### src/rtl/i2s_pkg.sv
// i2s_pkg: shared I2S framing constants, mic word type and helpers for the
// capture and playback paths.
package i2s_pkg;

  localparam int unsigned i2s_slot_bits     = 32;
  localparam int unsigned i2s_frame_bits    = 64;
  localparam int unsigned i2s_mic_data_bits = 24;
  localparam int unsigned i2s_bit_cnt_w     = $clog2(i2s_frame_bits);

  typedef logic signed [i2s_mic_data_bits-1:0] i2s_mic_word_t;
  typedef logic [i2s_bit_cnt_w-1:0]            i2s_bit_cnt_t;

  // Receiver priming: no sample is trusted until one full frame has elapsed
  typedef enum logic {
    prime_wait = 1'b0,
    prime_run  = 1'b1
  } prime_state_t;

  // True for the bit positions inside a slot that carry mic data (MSB at 1)
  function automatic logic is_capture_bit(input i2s_bit_cnt_t b);
    return (b >= i2s_bit_cnt_w'(1)) && (b <= i2s_bit_cnt_w'(i2s_mic_data_bits));
  endfunction

  // True for the last data bit of a slot, after which the word is complete
  function automatic logic is_last_bit(input i2s_bit_cnt_t b);
    return b == i2s_bit_cnt_w'(i2s_mic_data_bits);
  endfunction

  // True for the final bit position of a frame
  function automatic logic is_frame_end(input i2s_bit_cnt_t b);
    return b == i2s_bit_cnt_w'(i2s_frame_bits - 1);
  endfunction

endpackage

### src/rtl/i2s_sck_ws_gen.sv
// i2s_sck_ws_gen: divides clk into the I2S bit clock and derives the 64-bit
// frame position and word select. The rise_c/fall_c pulses mark the clk cycle
// whose active edge moves sck up or down. Shared with the I2S output path.
module i2s_sck_ws_gen
  import i2s_pkg::*;
#(
  parameter int unsigned sck_half_div = 8
) (
  input  logic         clk,
  input  logic         rst,
  output logic         sck,
  output logic         ws,
  output i2s_bit_cnt_t bit_cnt,
  output logic         rise_c,
  output logic         fall_c
);

  localparam int unsigned div_w = (sck_half_div > 1) ? $clog2(sck_half_div) : 1;
  localparam logic [div_w-1:0] div_last = div_w'(sck_half_div - 1);

  logic [div_w-1:0] div_q;
  logic             tc_c;
  i2s_bit_cnt_t     bit_cnt_inc_c;

  assign tc_c          = (div_q == div_last);
  assign rise_c        = tc_c & ~sck;
  assign fall_c        = tc_c & sck;
  assign bit_cnt_inc_c = bit_cnt + i2s_bit_cnt_w'(1);

  // Half-period divider: counts 0..sck_half_div-1 and wraps
  always_ff @(posedge clk or posedge rst) begin
    if (rst) begin
      div_q <= '0;
    end else if (tc_c) begin
      div_q <= '0;
    end else begin
      div_q <= div_q + div_w'(1);
    end
  end

  // Bit clock, frame position and word select; ws moves together with the sck fall
  always_ff @(posedge clk or posedge rst) begin
    if (rst) begin
      sck     <= 1'b0;
      bit_cnt <= '0;
      ws      <= 1'b0;
    end else begin
      if (tc_c) begin
        sck <= ~sck;
      end
      if (fall_c) begin
        bit_cnt <= bit_cnt_inc_c;
        ws      <= bit_cnt_inc_c[i2s_bit_cnt_w-1];
      end
    end
  end

endmodule

### src/rtl/i2s_mic_master_receiver.sv
// i2s_mic_master_receiver: I2S master receiver for an INMP441-class MEMS mic.
// Drives sck/ws, captures the 24-bit left-slot word MSB first and emits its
// top w_value bits with a one-clk valid strobe once per frame.
// Optional first-order DC removal is built when I2S_MIC_DC_BLOCK_EN is defined.
module i2s_mic_master_receiver
  import i2s_pkg::*;
#(
  parameter int unsigned clk_mhz      = 50,
  parameter int unsigned sck_half_div = 8,
  parameter int unsigned w_value      = 24,
  parameter int unsigned dc_shift     = 10
) (
  input  logic                      clk,
  input  logic                      rst,
  input  logic                      sd,
  output logic                      sck,
  output logic                      ws,
  output logic                      lr,
  output logic signed [w_value-1:0] value,
  output logic                      valid
);

  // sd is resynchronised with two flops, so it must settle 2 clk before each
  // rise event; that needs at least 4 clk per SCK half period.
  if (sck_half_div < 4 || clk_mhz == 0 || w_value < 1 ||
      w_value > i2s_mic_data_bits || dc_shift == 0) begin : g_bad_params
    $error("i2s_mic_master_receiver: illegal parameter set");
  end

  i2s_bit_cnt_t              bit_cnt;
  logic                      rise_c;
  logic                      fall_c;
  logic                      sd_meta;
  logic                      sd_sync;
  i2s_mic_word_t             shift_q;
  logic                      cap_c;
  logic                      last_c;
  logic                      strobe_pend;
  prime_state_t              prime_q;
  prime_state_t              prime_d;
  logic                      primed_c;
  logic signed [w_value-1:0] x_c;
  logic signed [w_value-1:0] y_c;

  // The mic is strapped to the left channel
  assign lr = 1'b0;

  i2s_sck_ws_gen #(
    .sck_half_div (sck_half_div)
  ) u_sck_ws_gen (
    .clk     (clk),
    .rst     (rst),
    .sck     (sck),
    .ws      (ws),
    .bit_cnt (bit_cnt),
    .rise_c  (rise_c),
    .fall_c  (fall_c)
  );

  // Two-flop synchroniser for the asynchronous mic data line
  always_ff @(posedge clk or posedge rst) begin
    if (rst) begin
      sd_meta <= 1'b0;
      sd_sync <= 1'b0;
    end else begin
      sd_meta <= sd;
      sd_sync <= sd_meta;
    end
  end

  // Left slot bits 1..24 carry the word; bit 0 is the I2S one-bit delay
  assign cap_c  = rise_c & ~ws & is_capture_bit(bit_cnt);
  assign last_c = rise_c & ~ws & is_last_bit(bit_cnt);

  // MSB-first capture shift register
  always_ff @(posedge clk or posedge rst) begin
    if (rst) begin
      shift_q <= '0;
    end else if (cap_c) begin
      shift_q <= {shift_q[i2s_mic_data_bits-2:0], sd_sync};
    end
  end

  // Priming state register
  always_ff @(posedge clk or posedge rst) begin
    if (rst) begin
      prime_q <= prime_wait;
    end else begin
      prime_q <= prime_d;
    end
  end

  // Priming next state: arm on the first frame wrap after reset
  always_comb begin
    prime_d  = prime_q;
    primed_c = 1'b0;
    case (prime_q)
      prime_wait: begin
        if (fall_c && is_frame_end(bit_cnt)) begin
          prime_d = prime_run;
        end
      end
      prime_run: begin
        primed_c = 1'b1;
      end
      default: begin
        prime_d = prime_wait;
      end
    endcase
  end

  // Delay the end-of-word rise by one clk so the last bit is in shift_q
  always_ff @(posedge clk or posedge rst) begin
    if (rst) begin
      strobe_pend <= 1'b0;
    end else begin
      strobe_pend <= last_c & primed_c;
    end
  end

  assign x_c = shift_q[i2s_mic_data_bits-1 -: w_value];

`ifdef I2S_MIC_DC_BLOCK_EN
  localparam int unsigned acc_w = w_value + dc_shift;
  localparam int unsigned ext_w = acc_w + 1;
  localparam logic signed [ext_w-1:0] y_max = ext_w'((64'sd1 <<< (w_value - 1)) - 64'sd1);
  localparam logic signed [ext_w-1:0] y_min = ~y_max;

  logic signed [acc_w-1:0] acc_q;
  logic signed [ext_w-1:0] x_ext_c;
  logic signed [ext_w-1:0] shr_ext_c;
  logic signed [ext_w-1:0] diff_c;
  logic signed [ext_w-1:0] acc_sum_c;

  // Subtract the running DC estimate and saturate back to the output width
  always_comb begin
    x_ext_c   = ext_w'(x_c);
    shr_ext_c = ext_w'(acc_q >>> dc_shift);
    diff_c    = x_ext_c - shr_ext_c;
    acc_sum_c = ext_w'(acc_q) + diff_c;
    y_c       = diff_c[w_value-1:0];
    if (diff_c > y_max) begin
      y_c = y_max[w_value-1:0];
    end else if (diff_c < y_min) begin
      y_c = y_min[w_value-1:0];
    end
  end

  // DC accumulator, advanced once per delivered sample
  always_ff @(posedge clk or posedge rst) begin
    if (rst) begin
      acc_q <= '0;
    end else if (strobe_pend) begin
      acc_q <= acc_sum_c[acc_w-1:0];
    end
  end
`else
  assign y_c = x_c;
`endif

  // Registered sample output; value holds between strobes
  always_ff @(posedge clk or posedge rst) begin
    if (rst) begin
      value <= '0;
      valid <= 1'b0;
    end else begin
      valid <= strobe_pend;
      if (strobe_pend) begin
        value <= y_c;
      end
    end
  end

endmodule

### config.mk
export PLATFORM = sky130hd
export DESIGN_NAME = i2s_mic_master_receiver
export DESIGN_NICKNAME = d
export VERILOG_FILES = /design/src/rtl/i2s_pkg.sv /design/src/rtl/i2s_sck_ws_gen.sv /design/src/rtl/i2s_mic_master_receiver.sv
export SDC_FILE = /design/constraint.sdc
export NUM_CORES = 1
export LEC_CHECK = 0
export CAP_MARGIN = 15
export CORE_ASPECT_RATIO = 1.5
export CORE_UTILIZATION = 25
export CTS_CLUSTER_SIZE = 16
export DETAILED_ROUTE_END_ITERATION = 10
export PLACE_DENSITY = 0.56
export SLEW_MARGIN = 20
export SYNTH_ARGS = -nofsm -noshare
export SYNTH_HDL_FRONTEND = slang
export SYNTH_SLANG_ARGS = --single-unit
### constraint.sdc
create_clock -name clk -period 1.85 [get_ports clk]
set_input_delay 0.2775 -clock clk [delete_from_list [all_inputs] [get_ports clk]]
set_output_delay 0.2775 -clock clk [all_outputs]
set_load 0.02 [all_outputs]
==> Word-level counts from Yosys, hierarchy flattened <==
Cells that the tools add are included.
{ "word_totals": {"word_cells": 32, "input_bits": 3, "out_inout_bits": 28, "register_bits": 64} }
{ "op_classes": {"muxes": 4, "n_eq_ne": 3, "n_reduce_logical": 2, "order_cmp": 2, "bitwise": 8, "addsub": 2} }
{ "ops": {"columns": ["op", "n"], "rows": [
  ["adder 6 x 1 -> 6 bit (second input constant)", 1],
  ["bitwise AND 1 bit", 6],
  ["== test 6 x 5 -> 1 bit (second input constant)", 1],
  ["== test 6 bit (second input constant)", 1],
  [">= comparator 6 x 1 -> 1 bit (second input constant)", 1],
  ["<= comparator 6 x 5 -> 1 bit (second input constant)", 1],
  ["adder 3 x 1 -> 3 bit (second input constant)", 1],
  ["== test 3 bit (second input constant)", 1],
  ["2-to-1 mux 1 bit", 3],
  ["2-to-1 mux 3 bit", 1],
  ["logical AND 1 bit", 2],
  ["NOT 1 bit", 2]
]} }

==> Depth between registers and ports, before layout <==
Gate-level depths: netlist (run 1).
{ "depth": {"word_depth": 5, "mapped_depth": 6} }

==> By module <==
Synthesis (run 1) repeated with hierarchy kept, for this count alone.
{ "hier_totals": {"hier_cells": 152, "area_unflattened_um2": 2502.4} }
{ "modules_own_cells": {"columns": ["module", "cells_each", "n_inst", "area_each_um2"], "rows": [
  ["i2s_mic_master_receiver", 120, 1, 2087.0],
  ["i2s_sck_ws_gen", 32, 1, 415.4]
]} }

==> Worst setup path before layout (run 1) <==
Ideal clock, no wire load.
{ "synth_timing": {"path_kind": "flip-flop to flip-flop", "startpoint": "register u_sck_ws_gen.bit_cnt[0]", "endpoint": "register shift_q[0]", "path_slack_ns": -0.149, "required_time_ns": 1.725, "setup_ns": 0.125, "arrival_time_ns": 1.874, "path_stages_with_launch": 7, "period_less_slack_ns": 1.999, "path_cell_list": "dfrtp_1 inv_1 ha_1 or4b_4 o221ai_4 buf_12 mux2_4"} }
{ "synth_via": {"elab_chain_len": 3} }
{ "synth_lines": {"columns": ["element", "line", "source"], "rows": [
  ["start: declaration", "i2s_sck_ws_gen.sv:13", "output i2s_bit_cnt_t bit_cnt,"],
  ["start signal: assignment", "i2s_sck_ws_gen.sv:52", "bit_cnt <= bit_cnt_inc_c;"],
  [">= comparator 6 x 1 -> 1 bit / <= comparator 6 x 5 -> 1 bit (equally long branches)", "i2s_pkg.sv:21", "return (b >= i2s_bit_cnt_w'(1)) && (b <= i2s_bit_cnt_w'(i2s_mic_data_bits));"],
  ["logical AND 1 bit *", "i2s_pkg.sv:21", null],
  ["bitwise AND 1 bit *", "i2s_mic_master_receiver.sv:72", "assign cap_c = rise_c & ~ws & is_capture_bit(bit_cnt);"],
  ["end signal: assignment", "i2s_mic_master_receiver.sv:80", "shift_q <= {shift_q[i2s_mic_data_bits-2:0], sd_sync};"],
  ["end: declaration", "i2s_mic_master_receiver.sv:35", "i2s_mic_word_t shift_q;"]
]} }
Mark *: on every way between the ends. The rest lies on a longest branch, timed or not.
A chain may end at the register's enable or synchronous reset.

==> Worst setup path in the final report (run 1) <==
{ "layout_timing": {"startpoint": "register u_sck_ws_gen.bit_cnt[0]", "endpoint": "register shift_q[3]"} }
Same word-level chain as after synthesis.

==> flow_summary.yaml, run 1 <==
grt:
  grt_overflow: 0
  met2_usage_pct: 15.0
  grt_antenna_before_repair: 0
  grt_use_met3_pct: 3.50
  grt_busiest_layer: "met2"
  grt_pass1_vias: 1470
  grt_start_max_net_pins: 64
  grt_pass1_wl_um: 7430
  track_usage_pct: 9.33
  met1_usage_pct: 10.7
synthesis:
  ys.warnings.count: 0
  yosysSeqAreaShare_pct: 61.9
  syn_nets: 163
  yosys_register_bits: 63
  syn_area_per_cell_um2: 16.5
  netlist-cell-type-count: 27
  syn_inst: 154
  synthesis.area_mm2: 0.00255
critical_path:
  cp_data_required_time_ps: 2050
  critPathMaxStageDelay_ps: 460
  cpMostUsedCell: "buf_12"
  reg2reg_from: "u_sck_ws_gen.bit_cnt[0]$_DFFE_PP0P_"
  startpoint: "u_sck_ws_gen.bit_cnt[0]$_DFFE_PP0P_"
  critPathMaxFanout: 8
  start_kind: "register"
  critical_path.cell_chain: "inv_2, ha_1, or4b_4, o221ai_4, buf_12, buf_12, mux2_4"
  crit_type: "register to register"
  r2r_slack_ps: -120
  arrival_ps: 2180
  end_kind: "register"
  critical_path.endpoint: "shift_q[3]$_DFFE_PP0P_"
  worstRegToRegCells: 7
  cp_slowest_cell: "or4b_4"
  rr_endpoint: "shift_q[3]$_DFFE_PP0P_"
sta:
  period_minus_slack_ps: 1970
  setup_slack_ps: -123
  grt_setup_unrepaired: "true"
  max_clock_freq_mhz: 507
  clock_skew_ps: 7.16
  fin_crit_sh_pct: 107
  maxSlewViolCount: 0
  hold_violations: 0
  setup_viol: 24
placed_design:
  pre_cts_ws_ps: -141
  io_buffers: 29
  hpwlAfterDp_um: 2730
  placed_cells: 303
  globalplace.congestion: 0.735
cts:
  clk_latency_ps: 320
  cts_hold_buf: 0
  clock_path_buffers: 2
  path_clk_slew_ps: 60
  numCtsBuffers: 9
  cts_tree: "yes"
  clock_sinks: 63
  cts_root_buf: "clkbuf_16"
  htree_levels: 3
power:
  vdd_drop_max_mv: 0.439
  p_comb_share_pct: 1.3
  p_sw_w: 0.000641
  internal_power_w: 0.00244
  p_clk_share_pct: 53.7
  power_density_mw_per_mm2: 908
  switching_share_pct: 20.8
  pwr-share-seq_pct: 45.0
  p_leak_nw: 1.72
routing:
  first_pass_iters: 7
  drc_errors: 4
  routed_via_density: 4.17
  ant_nets: 0
  drt_iter0_drc: 55
  vias: 1337
  wl_per_cell_um: 12.9
  routed_wl_um: 4140
job:
  maxCapViolCount: 0
cells_and_area:
  drive_gt1_share_pct: 42.7
  antenna_cells: 0
  area_growth_syn_to_layout_pct: 33.2
  mostFrequentLayoutCells: "63 x dfrtp_1, 29 x clkdlybuf4s50_1, 24 x mux2_2, 24 x mux2_4"
  layout.cells.non_filler: 321
  final_nets: 210
  final_common_cell: "dfrtp_1"
outcome:
  violations: "DRC, setup timing"
  run_status: "finished, violations left"
floorplanning:
  row_count: 44
  fp.dieW_um: 84.4
  core-area_mm2: 0.00980
  io_pins: 31
  die_y_um: 126
  initial_utilization_pct: 26.0
  dieArea_mm2: 0.0106
hold_path:
  hold_path.class: "input port to asynchronous set/reset pin"
## kinds of logic after synthesis
family	after synthesis	synth area share, %
and+or+nand+nor	17	4.23
AOI/OAI and AO/OA	3	1.62
DFF	63	61.9
other	1	0.147
muxes	48	24.2
buffers and inverters	10	2.90
adders and majority gates	6	2.95
xor gates and xnor gates	6	2.06
## how the worst min path moves through the flow
stage                                  to  depth (start not counted)
floorplan               sd_meta$_DFF_PP0_                          0
global placement        sd_sync$_DFF_PP0_                          0
detailed placement      sd_sync$_DFF_PP0_                          0
CTS                 value[23]$_DFFE_PP0P_                          3
global route            sd_sync$_DFF_PP0_                          0
finish              value[23]$_DFFE_PP0P_                          3
## repair_timing
item                       4_1_cts  5_1_grt
gates resized for setup          9        0
pin swaps                        2        0
cloned                           1        0
buffers inserted                 2        0
setup endpoints to repair       24       24
## critical path: cells and delay by family (launching register included)
kind	cells	cell delay (ps)
compound gates	1	230
flops	1	400
mux	1	300
fa+ha+maj	1	130
simple gates	1	460
buf+inv	3	340
## metal layers
layer | vias up | share of wire, %
li1 | 628 | -
met1 | 673 | 43
met2 | 27 | 50
met3 | 9 | 4.2
met4 | 0 | 2.6
met5 | - | 0
## layout make-up
type / instances / area [um^2]
multi-input cells: 81 / 913
inverters: 3 / 11.3
well taps: 115 / 144
fillers: 948 / 6410
clock buffers: 9 / 225
clock inverters: 7 / 72.6
repair buffers: 43 / 449
flip-flops and latches: 63 / 1580
## Yosys cell counts
| library cell | number | share of area [%] |
|---|---|---|
| nor3_1 | 1 | 0.20 |
| buf_4 | 1 | 0.29 |
| o21ai_0 | 1 | 0.20 |
| clkbuf_1 | 4 | 0.59 |
| inv_1 | 3 | 0.44 |
| a41o_1 | 1 | 0.39 |
| mux2_2 | 24 | 11 |
| and2b_2 | 1 | 0.34 |
| nor3b_2 | 1 | 0.49 |
| and2_1 | 1 | 0.25 |
| buf_12 | 2 | 1.6 |
| o221ai_4 | 1 | 1.0 |
| mux2_4 | 20 | 12 |
| nand4_1 | 1 | 0.25 |
| nor2b_1 | 1 | 0.25 |
| nor2_1 | 2 | 0.29 |
| mux2_1 | 4 | 1.8 |
| nand3_1 | 1 | 0.20 |
| xnor2_1 | 3 | 1.0 |
| and3_1 | 1 | 0.25 |
| or4b_4 | 1 | 0.54 |
| ha_1 | 6 | 2.9 |
| nand2_1 | 4 | 0.59 |
| and3_2 | 2 | 0.59 |
| conb_1 | 1 | 0.15 |
| dfrtp_1 | 63 | 62 |
| xor2_1 | 3 | 1.0 |
## per-stage QoR
stage / instance area (um^2) / setup TNS (ps) / power [W] / hold slack (ps) / utilization, %
6_report: 3390 / -2290 / 0.00308 / 325 / 34.6
5_1_grt: 3390 / -4160 / 0.00319 / 353 / 34.6
4_1_cts: 3420 / -3050 / 0.00313 / 345 / 34.9
3_5_place_dp: 3040 / -2740 / 0.00145 / 335 / 31.0
3_3_place_gp: 3040 / -2240 / 0.00145 / 335 / 31.0
2_1_floorplan: 2550 / -3070 / 0.00144 / 309 / -
## power groups by stage
stage	Combinational [W]	Sequential, W	Clock, W
final	0.0000405	0.00139	0.00165
after global placement	0.0000430	0.00141	0
after floorplan	0.0000267	0.00141	0
after global routing	0.0000482	0.00138	0.00176
after detailed placement	0.0000434	0.00141	0
after CTS	0.0000435	0.00138	0.00170
## flip-flops by register name, summed over array words and instances (netlist names)
name / cells
u_sck_ws_gen.sck: 1
shift_q: 24
prime_q: 1
sd_meta: 1
u_sck_ws_gen.bit_cnt: 6
u_sck_ws_gen.div_q: 3
strobe_pend: 1
value: 24
sd_sync: 1
valid: 1
(Power assumes the default switching activity.)
==> run 2: changes to the inputs <==
--- a/config.mk
+++ b/config.mk
@@ -5,6 +5,7 @@
 export SDC_FILE = /design/constraint.sdc
 export NUM_CORES = 1
 export LEC_CHECK = 0
+export ABC_AREA = 1
 export CAP_MARGIN = 15
 export CORE_ASPECT_RATIO = 1.5
 export CORE_UTILIZATION = 25
==> flow_summary.yaml, run 2 <==
placed_design:
  io_buffers: 29
  globalplace.congestion: 0.695
  hpwlAfterDp_um: 3120
grt:
  grt_start_max_net_pins: 64
  grt_pass1_vias: 1722
  track_usage_pct: 10.4
  grt_overflow: 0
  grt_pass1_wl_um: 8400
  grt_antenna_before_repair: 0
cts:
  cts_root_buf: "clkbuf_16"
  numCtsBuffers: 9
  cts_hold_buf: 0
  path_clk_slew_ps: 50
  clock_sinks: 63
  htree_levels: 3
  cts_resized: 0
  clock_path_buffers: 2
  clk_latency_ps: 330
  cts_tree: "yes"
  post-cts-setup-buffers: 0
routing:
  drt_iter0_drc: 184
  drc_errors: 1
  routed_wl_um: 4740
  wl_met2_um: 2270
  ant_nets: 0
  wl_met1_um: 2110
  first_pass_iters: 7
  routed_via_density: 4.41
  met3_wirelength_um: 209
  wl_per_cell_um: 12.5
  highest_layer: "met4"
  vias: 1672
cells_and_area:
  mostFrequentLayoutCells: "63 x dfrtp_1, 60 x nand2_1, 29 x clkdlybuf4s50_1"
  final_nets: 267
  post-route-util_pct: 32.5
  final_common_cell: "dfrtp_1"
  multi_input_area_um2: 878
  antenna_cells: 0
  drive_gt1_share_pct: 20.6
  final-seq-area_mm2: 0.00158
  fillers: 1013
  area_growth_syn_to_layout_pct: 27.1
  largest_registers: "shift_q x24, value x24, u_sck_ws_gen.bit_cnt x6"
power:
  switching_share_pct: 19.7
  power_density_mw_per_mm2: 910
  p_sw_w: 0.000589
  p_clk_share_pct: 52.2
  p_comb_share_pct: 1.3
  internal_power_w: 0.00239
  vdd_drop_max_mv: 0.415
  p_leak_nw: 1.64
  pwr-share-seq_pct: 46.5
sta:
  maxSlewViolCount: 0
  grt_setup_unrepaired: "false"
  period_minus_slack_ps: 1780
  max_clock_freq_mhz: 561
  hold_violations: 0
  setup_viol: 0
  clock_skew_ps: 7.54
  fin_crit_sh_pct: 96.3
  tns_ps: 0
synthesis:
  yosysSeqAreaShare_pct: 61.1
  syn_area_per_cell_um2: 11.5
  synth.largest_area_cell: "dfrtp_1"
  netlist.area_leader.share_pct: 61.1
  syn_inst: 224
  synth_enable_flop_cells: 0
  ys.warnings.count: 0
  synthTopCellsByCount: "63 x dfrtp_1, 60 x nand2_1, 24 x mux2_2, 24 x nand4_1, 10 x inv_1"
  async_flop_share_pct: 100
  synth_area_leaders: "dfrtp_1 61%, mux2_2 10%, nand2_1 8.7%"
  synth.most_common_cell: "dfrtp_1"
  synthesis.area_mm2: 0.00258
  yosys_register_bits: 63
  synthFlopType: "dfrtp_1"
  netlist-cell-type-count: 24
  syn_nets: 233
critical_path:
  crit_type: "register to output pin"
  critical_path_buf_inv_count: 1
  start_kind: "register"
  critPathMaxStageDelay_ps: 670
  crit_family: "buffers and inverters"
  critical_path.cell_chain: "clkdlybuf4s50_1"
  cp_slowest_cell: "clkdlybuf4s50_1"
  arrival_ps: 1500
  cp_data_required_time_ps: 1570
  end_kind: "output pin"
  critPathMaxFanout: 5
floorplanning:
  die_y_um: 126
  fp.dieW_um: 84.9
  initial_utilization_pct: 25.6
  core-area_mm2: 0.0101
  io_pins: 31
  row_count: 45
  dieArea_mm2: 0.0107
hold_path:
  hold_path.class: "input port to asynchronous set/reset pin"
outcome:
  violations: "DRC"
  run_status: "finished, violations left"
job:
  maxCapViolCount: 0
[run 2: layout make-up]
class                      instances  area share (%)
inverter                          12            1.37
sequential                        63            48.1
tap                              117            4.47
timing repair buffer              35            10.6
clock inverter                     3           0.534
clock buffer                      12            8.13
multi-input combinational        137            26.8
[run 2: per-layer routing]
layer / track usage [%] / up-vias
met5: 0 / -
met4: 7.48 / 0
met3: 3.38 / 9
met2: 15.7 / 32
met1: 12.4 / 815
li1: - / 816
[run 2: final timing paths]
path / start / end / slack [ps] / depth (start not counted)
max in group asynchronous: rst / value[22]$_DFFE_PP0P_ / 1240 / 3
min reg2reg: sd_meta$_DFF_PP0_ / sd_sync$_DFF_PP0_ / 350 / 0
min in group clk: sd_meta$_DFF_PP0_ / sd_sync$_DFF_PP0_ / 350 / 0
min: rst / value[5]$_DFFE_PP0P_ / 320 / 3
max reg2reg: u_sck_ws_gen.div_q[0]$_DFF_PP0_ / shift_q[9]$_DFFE_PP0P_ / 190 / 7
max: u_sck_ws_gen.bit_cnt[5]$_DFFE_PP0P_ / ws / 70 / 1
[run 2: per-stage QoR]
stage | hold WS [ps] | std cells | instance area [um^2] | power (W) | setup slack (ps)
2_1_floorplan | 309 | 224 | 2580 | 0.00143 | 2.75
3_3_place_gp | 336 | 364 | 2990 | 0.00145 | 267
4_1_cts | 352 | 379 | 3280 | 0.00304 | 35.8
3_5_place_dp | 344 | 364 | 2990 | 0.00145 | 211
5_1_grt | 368 | 379 | 3280 | 0.00311 | 12.8
6_report | 323 | 379 | 3280 | 0.00298 | 67.9
[run 2: cell families (layout without fill, tap and decap cells)]
logic type | count (synthesis) | after routing | share of synthesized area, %
other cells | 1 | 1 | 0.145
simple gates | 99 | 99 | 18.7
buf+inv | 24 | 62 | 4.85
mux | 24 | 24 | 10.5
xor+xnor | 3 | 3 | 1.02
flops | 63 | 63 | 61.1
fa+ha+maj | 6 | 6 | 2.91
compound gates | 4 | 4 | 0.776
[run 2: power by group through the flow]
stage          Sequential (W)  Combinational, W  Clock, W
2_1_floorplan         0.00141         0.0000251         0
3_3_place_gp          0.00141         0.0000416         0
3_5_place_dp          0.00141         0.0000419         0
4_1_cts               0.00139         0.0000421   0.00161
5_1_grt               0.00139         0.0000462   0.00167
6_report              0.00139         0.0000389   0.00156
[run 2: worst reg2reg max path, cell delays in order, from the launching register on]
cell	delay, ps
dfrtp_1	350
ha_1	150
ha_1	250
nand2_2	120
nor2_8	200
nand3_4	270
nand2_1	150
nand2_1	60
==> run 3: changes to the inputs <==
--- a/config.mk
+++ b/config.mk
@@ -11,8 +11,9 @@
 export CORE_UTILIZATION = 25
 export CTS_CLUSTER_SIZE = 16
 export DETAILED_ROUTE_END_ITERATION = 10
-export PLACE_DENSITY = 0.56
+export PLACE_DENSITY = 0.55
 export SLEW_MARGIN = 20
 export SYNTH_ARGS = -nofsm -noshare
 export SYNTH_HDL_FRONTEND = slang
+export SYNTH_HIERARCHICAL = 1
 export SYNTH_SLANG_ARGS = --single-unit
==> flow_summary.yaml, run 3 <==
synthesis:
  syn_area_per_cell_um2: 11.9
  yosys.area_share.simple_pct: 24.2
  synth_compound_area_share_pct: 0.457
  synth.largest_area_cell: "dfrtp_1"
  synthesis.area_mm2: 0.00274
  syn_nets: 236
  synthXorXnorAreaFrac_pct: 0.959
  synth_top_family_by_area: "simple AND/OR/NAND/NOR gates"
  yosys_register_bits: 63
  synthTopCellsByCount: "63 x dfrtp_1, 41 x nand2_2, 25 x nand4_1"
  async_flop_share_pct: 100
  synthFlopType: "dfrtp_1"
  synth_area_leaders: "dfrtp_1 58%, mux2_2 9.9%, nand2_2 9.4%"
  synth_fa_ha_area_share_pct: 1.37
  netlist.area_leader.share_pct: 57.6
  synth_enable_flop_cells: 0
  ys.warnings.count: 6
  synth.most_common_cell: "dfrtp_1"
  yosysSeqAreaShare_pct: 57.6
  syn_inst: 230
  synthMuxAreaShare_pct: 9.87
  netlist-cell-type-count: 22
power:
  p_leak_nw: 1.65
  power_density_mw_per_mm2: 885
  power_w: 0.00309
  vdd_drop_max_mv: 0.452
routing:
  routed_wl_um: 5110
  vias: 1761
  first_pass_iters: 4
  drt_iter0_drc: 119
  routed_via_density: 4.26
  drc_errors: 0
  ant_nets: 0
  wl_per_cell_um: 12.4
floorplanning:
  fp.dieW_um: 87.5
  core-area_mm2: 0.0106
  dieArea_mm2: 0.0114
  die_y_um: 130
  io_pins: 31
  row_count: 46
  initial_utilization_pct: 25.9
grt:
  grt_overflow: 0
  grt_pass1_wl_um: 8830
  grt_start_max_net_pins: 54
  grt_pass1_vias: 1801
  grt_antenna_before_repair: 0
  track_usage_pct: 10.3
sta:
  tns_ps: 0
  hold_violations: 0
  grt_setup_unrepaired: "false"
  maxSlewViolCount: 0
  max_clock_freq_mhz: 579
  fin_crit_sh_pct: 93.3
  setup_viol: 0
  period_minus_slack_ps: 1730
  setup_slack_ps: 124
  clock_skew_ps: 6.47
critical_path:
  cp_data_required_time_ps: 1570
  critPathMaxStageDelay_ps: 650
  crit_type: "register to output pin"
  critical_path.cell_chain: "clkdlybuf4s50_1"
  start_kind: "register"
  end_kind: "output pin"
  arrival_ps: 1450
  critical_path_buf_inv_count: 1
  cp_slowest_cell: "clkdlybuf4s50_1"
  critPathMaxFanout: 8
  crit_family: "buffers and inverters"
placed_design:
  placed_cell_area_mm2: 0.00317
  globalplace.congestion: 0.723
  hpwlAfterDp_um: 3300
  io_buffers: 29
  pre_cts_ws_ps: 161
cells_and_area:
  area_growth_syn_to_layout_pct: 27.6
  final_common_cell: "dfrtp_1"
  stdcell_area_mm2: 0.00350
  mostFrequentLayoutCells: "62 x dfrtp_1, 41 x nand2_2, 29 x clkdlybuf4s50_1"
  final_nets: 271
  post-route-util_pct: 33.0
  drive_gt1_share_pct: 38.3
  largest_registers: "shift_q x24, value x24, u_sck_ws_gen/bit_cnt x5"
  antenna_cells: 0
cts:
  cts_tree: "yes"
  numCtsBuffers: 9
  clock_sinks: 63
  cts_root_buf: "clkbuf_16"
  cts_hold_buf: 0
  path_clk_slew_ps: 50
  htree_levels: 3
  clk_latency_ps: 320
  clock_path_buffers: 2
  post-cts-setup-buffers: 0
outcome:
  run_status: "complete, no violations"
hold_path:
  hold_path.class: "input port to asynchronous set/reset pin"
job:
  maxCapViolCount: 0
run 3: cell count changes after synthesis, sizes merged, moves of 3 or more:
cell and delta:
nand3 +3, ha -3, nand2 +3, o21ai -4, nor2 +4
run 3: area by class of cell:
cell class                      count  area, um^2
Inverter                           13        48.8
Sequential cell                    63        1580
Clock buffer                       12         256
Fill cell                        1075        7090
Multi-Input combinational cell    142        1030
Clock inverter                      3        42.5
Timing Repair Buffer               36         359
Tap cell                          144         180
run 3: metal layers:
metal / vias to the layer above / part of all wire, % / track usage, %
li1: 834 / - / -
met1: 884 / 45 / 12.7
met2: 31 / 49 / 15.9
met3: 12 / 3.7 / 3.10
met4: 0 / 2.4 / 6.08
met5: - / 0 / 0
run 3: stage by stage:
| stage | hold WS (ps) | cells |
|---|---|---|
| after floorplan | 118 | 230 |
| after global placement | 337 | 397 |
| after detailed placement | 340 | 397 |
| after CTS | 291 | 412 |
| after global routing | 318 | 413 |
| final | 282 | 413 |
run 3: cell families (layout without fill, tap and decap cells):
logic type               after synthesis  after routing
other                                  1              1
buffers and inverters                 26             64
adder cells (fa/ha/maj)                3              3
AO/OA/AOI/OAI                          2              2
XOR/XNOR                               3              3
multiplexers                          24             24
AND/OR/NAND/NOR                      108            109
flip-flops                            63             63
run 3: power by group:
part           internal, W  leakage [nW]  switching [W]
sequential         0.00138         0.855     0.00000258
combinational   0.00000936         0.647      0.0000304
clock              0.00110         0.145       0.000563
run 3: worst paths after layout:
kind                                                       from                             endpoint  slack, ps  cells past startpoint
worst max-delay path                u_sck_ws_gen/ws$_DFFE_PP0P_                                   ws        120                      1
worst min-delay path                                        rst  u_sck_ws_gen/bit_cnt[0]$_DFFE_PP0P_        280                      2
worst max register to register  u_sck_ws_gen/div_q[0]$_DFF_PP0_               shift_q[3]$_DFFE_PP0P_        250                      9
worst min register to register                sd_meta$_DFF_PP0_                    sd_sync$_DFF_PP0_        350                      0
max in group asynchronous                                   rst          u_sck_ws_gen/ws$_DFFE_PP0P_       1270                      2
min in group clk                              sd_meta$_DFF_PP0_                    sd_sync$_DFF_PP0_        350                      0
run 3: timing repair:
action | CTS | global route
pin swaps | 0 | 1
cloned | 0 | 1
resized for setup | 1 | 2
setup endpoints to repair | 1 | 24
